--- src/rtl/vga_timing_pkg.sv ---
// Raster timing constants shared by the VGA timing generator and output stage.
// The defaults describe 640x480@60; derived totals and sync windows follow from them.
package vga_timing_pkg;

    localparam int CNT_W = 16;
    typedef logic [CNT_W-1:0] cnt_t;

    localparam int H_ACTIVE_DEF = 640;
    localparam int H_FP_DEF     = 16;
    localparam int H_SYNC_DEF   = 96;
    localparam int H_BP_DEF     = 48;

    localparam int V_ACTIVE_DEF = 480;
    localparam int V_FP_DEF     = 10;
    localparam int V_SYNC_DEF   = 2;
    localparam int V_BP_DEF     = 33;

    localparam int H_TOTAL_DEF = H_ACTIVE_DEF + H_FP_DEF + H_SYNC_DEF + H_BP_DEF;
    localparam int V_TOTAL_DEF = V_ACTIVE_DEF + V_FP_DEF + V_SYNC_DEF + V_BP_DEF;

    localparam int H_SYNC_START_DEF = H_ACTIVE_DEF + H_FP_DEF;
    localparam int H_SYNC_END_DEF   = H_SYNC_START_DEF + H_SYNC_DEF;
    localparam int V_SYNC_START_DEF = V_ACTIVE_DEF + V_FP_DEF;
    localparam int V_SYNC_END_DEF   = V_SYNC_START_DEF + V_SYNC_DEF;

endpackage

--- src/rtl/vga_sync_gen.sv ---
// Horizontal/vertical raster counters with combinational region decode.
// Every decoded output is forced inactive while rst is high so that a
// mid-frame reset cannot stretch a sync pulse or emit a stray tick.
module vga_sync_gen
    import vga_timing_pkg::*;
#(
    parameter int H_ACTIVE = H_ACTIVE_DEF,
    parameter int H_FP     = H_FP_DEF,
    parameter int H_SYNC   = H_SYNC_DEF,
    parameter int H_BP     = H_BP_DEF,
    parameter int V_ACTIVE = V_ACTIVE_DEF,
    parameter int V_FP     = V_FP_DEF,
    parameter int V_SYNC   = V_SYNC_DEF,
    parameter int V_BP     = V_BP_DEF
)
(
    input  logic clk,
    input  logic rst,
    output cnt_t h_cnt,
    output cnt_t v_cnt,
    output logic active,
    output logic hs_raw,
    output logic vs_raw,
    output logic line_tick,
    output logic frame_tick
);

    localparam int H_TOTAL = H_ACTIVE + H_FP + H_SYNC + H_BP;
    localparam int V_TOTAL = V_ACTIVE + V_FP + V_SYNC + V_BP;

    localparam cnt_t H_LAST   = cnt_t'(H_TOTAL - 1);
    localparam cnt_t V_LAST   = cnt_t'(V_TOTAL - 1);
    localparam cnt_t H_VIS    = cnt_t'(H_ACTIVE);
    localparam cnt_t V_VIS    = cnt_t'(V_ACTIVE);
    localparam cnt_t HS_START = cnt_t'(H_ACTIVE + H_FP);
    localparam cnt_t HS_END   = cnt_t'(H_ACTIVE + H_FP + H_SYNC);
    localparam cnt_t VS_START = cnt_t'(V_ACTIVE + V_FP);
    localparam cnt_t VS_END   = cnt_t'(V_ACTIVE + V_FP + V_SYNC);

    // Pixel counter wraps each line; line counter advances on the last pixel of a line.
    always_ff @(posedge clk) begin
        if (rst) begin
            h_cnt <= '0;
            v_cnt <= '0;
        end else if (h_cnt == H_LAST) begin
            h_cnt <= '0;
            v_cnt <= (v_cnt == V_LAST) ? '0 : v_cnt + cnt_t'(1);
        end else begin
            h_cnt <= h_cnt + cnt_t'(1);
        end
    end

    // Region decode; vsync only depends on v_cnt so it naturally changes at h_cnt = 0.
    always_comb begin
        active     = 1'b0;
        hs_raw     = 1'b0;
        vs_raw     = 1'b0;
        line_tick  = 1'b0;
        frame_tick = 1'b0;
        if (!rst) begin
            active     = (h_cnt < H_VIS) && (v_cnt < V_VIS);
            hs_raw     = (h_cnt >= HS_START) && (h_cnt < HS_END);
            vs_raw     = (v_cnt >= VS_START) && (v_cnt < VS_END);
            line_tick  = (h_cnt == H_LAST);
            frame_tick = (v_cnt == V_VIS) && (h_cnt == '0);
        end
    end

endmodule

--- src/rtl/vga_timing_out.sv ---
// VGA raster timing plus the pixel output register stage.
// x/y are exported combinationally to the renderer; its colour comes back
// combinationally and is registered together with syncs and data enable,
// giving one clock from x/y to the connector pins.
module vga_timing_out
    import vga_timing_pkg::*;
#(
    parameter int H_ACTIVE = H_ACTIVE_DEF,
    parameter int H_FP     = H_FP_DEF,
    parameter int H_SYNC   = H_SYNC_DEF,
    parameter int H_BP     = H_BP_DEF,
    parameter int V_ACTIVE = V_ACTIVE_DEF,
    parameter int V_FP     = V_FP_DEF,
    parameter int V_SYNC   = V_SYNC_DEF,
    parameter int V_BP     = V_BP_DEF,
    parameter bit HS_POL   = 1'b0,
    parameter bit VS_POL   = 1'b0
)
(
    input  logic        clk,
    input  logic        rst,
    output logic [15:0] x,
    output logic [15:0] y,
    output logic        active,
    output logic        line_tick,
    output logic        frame_tick,
    input  logic [7:0]  r_in,
    input  logic [7:0]  g_in,
    input  logic [7:0]  b_in,
    output logic [7:0]  vga_r,
    output logic [7:0]  vga_g,
    output logic [7:0]  vga_b,
    output logic        vga_hs,
    output logic        vga_vs,
    output logic        vga_de
);

    cnt_t h_cnt;
    cnt_t v_cnt;
    logic hs_raw;
    logic vs_raw;

    vga_sync_gen #(
        .H_ACTIVE (H_ACTIVE),
        .H_FP     (H_FP),
        .H_SYNC   (H_SYNC),
        .H_BP     (H_BP),
        .V_ACTIVE (V_ACTIVE),
        .V_FP     (V_FP),
        .V_SYNC   (V_SYNC),
        .V_BP     (V_BP)
    ) u_sync (
        .clk        (clk),
        .rst        (rst),
        .h_cnt      (h_cnt),
        .v_cnt      (v_cnt),
        .active     (active),
        .hs_raw     (hs_raw),
        .vs_raw     (vs_raw),
        .line_tick  (line_tick),
        .frame_tick (frame_tick)
    );

    // Coordinates read as 0 outside the visible area so the renderer never sees blanking positions.
    always_comb begin
        x = '0;
        y = '0;
        if (active) begin
            x = h_cnt;
            y = v_cnt;
        end
    end

    // Output register stage: colour, enable and syncs all leave on the same edge.
    always_ff @(posedge clk) begin
        if (rst) begin
            vga_de <= 1'b0;
            vga_r  <= '0;
            vga_g  <= '0;
            vga_b  <= '0;
            vga_hs <= ~HS_POL;
            vga_vs <= ~VS_POL;
        end else begin
            vga_de <= active;
            vga_r  <= active ? r_in : 8'h00;
            vga_g  <= active ? g_in : 8'h00;
            vga_b  <= active ? b_in : 8'h00;
            vga_hs <= hs_raw ? HS_POL : ~HS_POL;
            vga_vs <= vs_raw ? VS_POL : ~VS_POL;
        end
    end

endmodule

--- config.mk ---
export PLATFORM = sky130hd
export DESIGN_NAME = vga_timing_out
export DESIGN_NICKNAME = d
export VERILOG_FILES = /design/src/rtl/vga_timing_pkg.sv /design/src/rtl/vga_sync_gen.sv /design/src/rtl/vga_timing_out.sv
export SDC_FILE = /design/constraint.sdc
export NUM_CORES = 1
export LEC_CHECK = 0
export BUFFER_PORTS_ARGS = -buffer_cell sky130_fd_sc_hd__buf_2
export CAP_MARGIN = 5
export CELL_PAD_IN_SITES_DETAIL_PLACEMENT = 1
export CELL_PAD_IN_SITES_GLOBAL_PLACEMENT = 2
export CORE_MARGIN = 3
export CORE_UTILIZATION = 32
export CTS_CLUSTER_DIAMETER = 150
export DETAILED_ROUTE_END_ITERATION = 7
export GPL_ROUTABILITY_DRIVEN = 0
export HOLD_SLACK_MARGIN = 0.1
export PLACE_DENSITY = 0.92
export SLEW_MARGIN = 20
export SYNTH_ARGS = -nofsm -noshare
export SYNTH_HDL_FRONTEND = slang
export SYNTH_HIERARCHICAL = 1
export SYNTH_SLANG_ARGS = --single-unit
--- constraint.sdc ---
create_clock -name clk -period 3.7 [get_ports clk]
set_clock_uncertainty 0.2 [all_clocks]
set_input_delay 0.555 -clock clk [delete_from_list [all_inputs] [get_ports clk]]
set_output_delay 0.555 -clock clk [all_outputs]
set_load 0.05 [all_outputs]
==> flow_summary.ini <==
[outcome]
status = finished clean

[setup_path]
reg2regPathDepth = 6
cp-start-kind = flop
r2r_slack_ns = 1.35
crit_path_end = y[10]
path_cells = nor4_4 -> nand4_1 -> nor4_4 -> buf_4 -> and2_1 -> buf_2
timing.rr.end = u_sync/v_cnt[6]
worst_path_max_delay_cell = nor4_4
worstPathArrival_ns = 2.35
r2r_start = u_sync/h_cnt[0]
worstSetupStartpoint = u_sync/h_cnt[10]
critPathMaxFanout = 48
worst_ep_required_time_ns = 2.94
cp_common_cell = nor4_4
critPathKind = reg2out
max_stage_delay_ns = 0.42
cp-end-kind = primary output

[yosys]
synth_edf_count = 0
synth_area_um2 = 2710
ys_top_cells_by_count = dfxtp_1, nor2_1, and2_1, and3b_1, nand2_1
synthTopCellsByArea = dfxtp_1, and3b_1, and2_1, nor2_1, xor2_1
synth_top_area_share_pct = 43.5
yosys_warnings = 6
synth_most_common_cell = dfxtp_1
synth_fa_ha_area_share_pct = 1.84
ys_seq_area_share_pct = 43.5
synth_seq_cells = 59
synth-async-reset-ratio_pct = 0
synth_xor_area_share_pct = 7.10
synthFlopType = dfxtp_1
synth_top_family_by_area = simple AND/OR/NAND/NOR gates
synthesis.nets = 324
synth_cell_types = 34
synthMuxAreaShare_pct = 0
yosysTopAreaCell = dfxtp_1
avgSynthCellArea_um2 = 9.23
yosys.area_share.simple_pct = 39.2
syn_inst = 294
synth_compound_area_share_pct = 3.73

[route]
routed_wl_um = 7120
drtIter0Drc = 56
drc_errors = 0
ant_nets = 0
avgRoutedWirePerCell_um = 14.7
viasPerCell = 4.91
vias = 2377
drt_pass1_iterations = 4

[timing]
maxSlewHeadroom_pct = 62.1
fmax_mhz = 322
holdWs_ns = 0.266
fin_crit_sh_pct = 83.9
tightest_slew_ns = 0.564
hold_viol_final = 0
final.min_clock_period_ns = 3.11
rsz0062_at_grt = false
drv_slew = 0
finalSetupTns_ns = 0
setup_viol = 0

[clocking]
cts_setup_buffers = 0
post_cts_resized = 0
cts_tree = built
htreeDepth = 3
hold_buffers = 0
root_buffer = clkbuf_8
insertion_delay_ns = 0.33
cts_buffers = 9
cts.reportedPaths.clkPinSlew_ns = 0.06
cts.sinks = 59
clock_path_buffers = 2

[final_layout]
fin_util_pct = 42.6
multiInputGateArea_um2 = 1420
final_area_um2 = 3390
fill_cells = 970
syn_to_final_growth_pct = 24.9
n_antenna_cell = 0
area.sequential_um2 = 1180
drive_above_1_share_pct = 28.8
nNetsFinal = 409

[grt]
grt.overflow.total = 0
grt_pass1_vias = 2352
grt_pass1_wl_um = 12000
grtUsageTotal_pct = 15.4
antenna_found_initial = 0
grt_max_degree = 49

[place]
port_buffers = 87
dpl_cell_area_um2 = 3210
place_hpwl_um = 5270

[power]
powerDensity_nw_per_um2 = 391
peakVddDrop_mv = 0.143
finalPower_mw = 1.33
power_leakage_nw = 1.60

[floorplanning]
die_x_um = 98.1
core-area_um2 = 7970
die_area_um2 = 9620
top_level_ports = 88
die_h_um = 98.1
row_count = 32
initial_core_util_pct = 34.1

[job]
max-cap-violations = 0

[hold_path]
hold_class = in2reg
-- through the flow --
stage / cells / setup WS, ns
after floorplan: 294 / 0.245
after global placement: 470 / 0.975
after detailed placement: 470 / 0.873
after CTS: 484 / 0.499
after global routing: 484 / 0.332
final: 484 / 0.595
-- how the worst min path moves through the flow --
stage	start	endpoint	slack, ns	cells past startpoint
after floorplan	u_sync/h_cnt[0]	u_sync/h_cnt[0]	0.25	1
after global placement	u_sync/h_cnt[0]	u_sync/h_cnt[0]	0.28	1
after detailed placement	u_sync/h_cnt[0]	u_sync/h_cnt[0]	0.28	1
after CTS	g_in[4]	vga_g[4]	0.24	2
after global routing	g_in[0]	vga_g[0]	0.24	2
final	g_in[2]	vga_g[2]	0.27	2
-- kinds of logic after synthesis --
group,Yosys count
fa+ha+maj,4
simple gates,172
flops,59
buf+inv,21
compound gates,16
xor+xnor,22
-- layout make-up --
cell class	instances	area share (%)
multi-input cells	214	42.0
flip-flops and latches	59	34.8
repair buffers	90	13.5
clock buffers	11	4.17
well taps	102	3.76
clock inverters	3	1.18
inverters	5	0.554
-- cells in the final DEF (no fill, tap or decap), drive strengths merged, types with 2 or more instances in the layout --
cell and count:
a21oi 4, a32o 3, and2 33, and3 6, and3b 26, and4 5, buf 90, clkbuf 11
clkinv 2, dfxtp 59, ha 4, inv 5, nand2 15, nand2b 3, nand3 14, nand4 10
nor2 34, nor2b 2, nor3 7, nor3b 3, nor4 10, o21ai 6, or3 3, xnor2 10
xor2 12
-- per-layer routing --
layer / track usage, % / vias up / routed length [µm]
met4: 5.54 / 0 / 65
met2: 23.6 / 80 / 3170
li1: - / 1176 / -
met5: 0 / - / 0
met1: 20.5 / 1117 / 3420
met3: 4.64 / 4 / 470
-- power breakdown --
group	internal, mW	leakage, nW	switching (mW)
clock	0.320	0.0950	0.235
sequential	0.649	0.480	0.00673
combinational	0.0353	1.03	0.0807
total	1.00	1.60	0.322
-- flip-flops by register name (all words and copies together) (netlist names) --
| signal | count |
|---|---|
| vga_g | 8 |
| vga_hs | 1 |
| vga_vs | 1 |
| u_sync/h_cnt | 16 |
| vga_de | 1 |
| u_sync/v_cnt | 16 |
| vga_b | 8 |
| vga_r | 8 |
-- worst max-delay path: cells and delay by family, from the launching register on --
| kind | cells | cell delay (ns) |
|---|---|---|
| flip-flops | 1 | 0.38 |
| AND/OR/NAND/NOR | 4 | 1.01 |
| buffers and inverters | 2 | 0.63 |
Power figures use the tool's default switching activity.
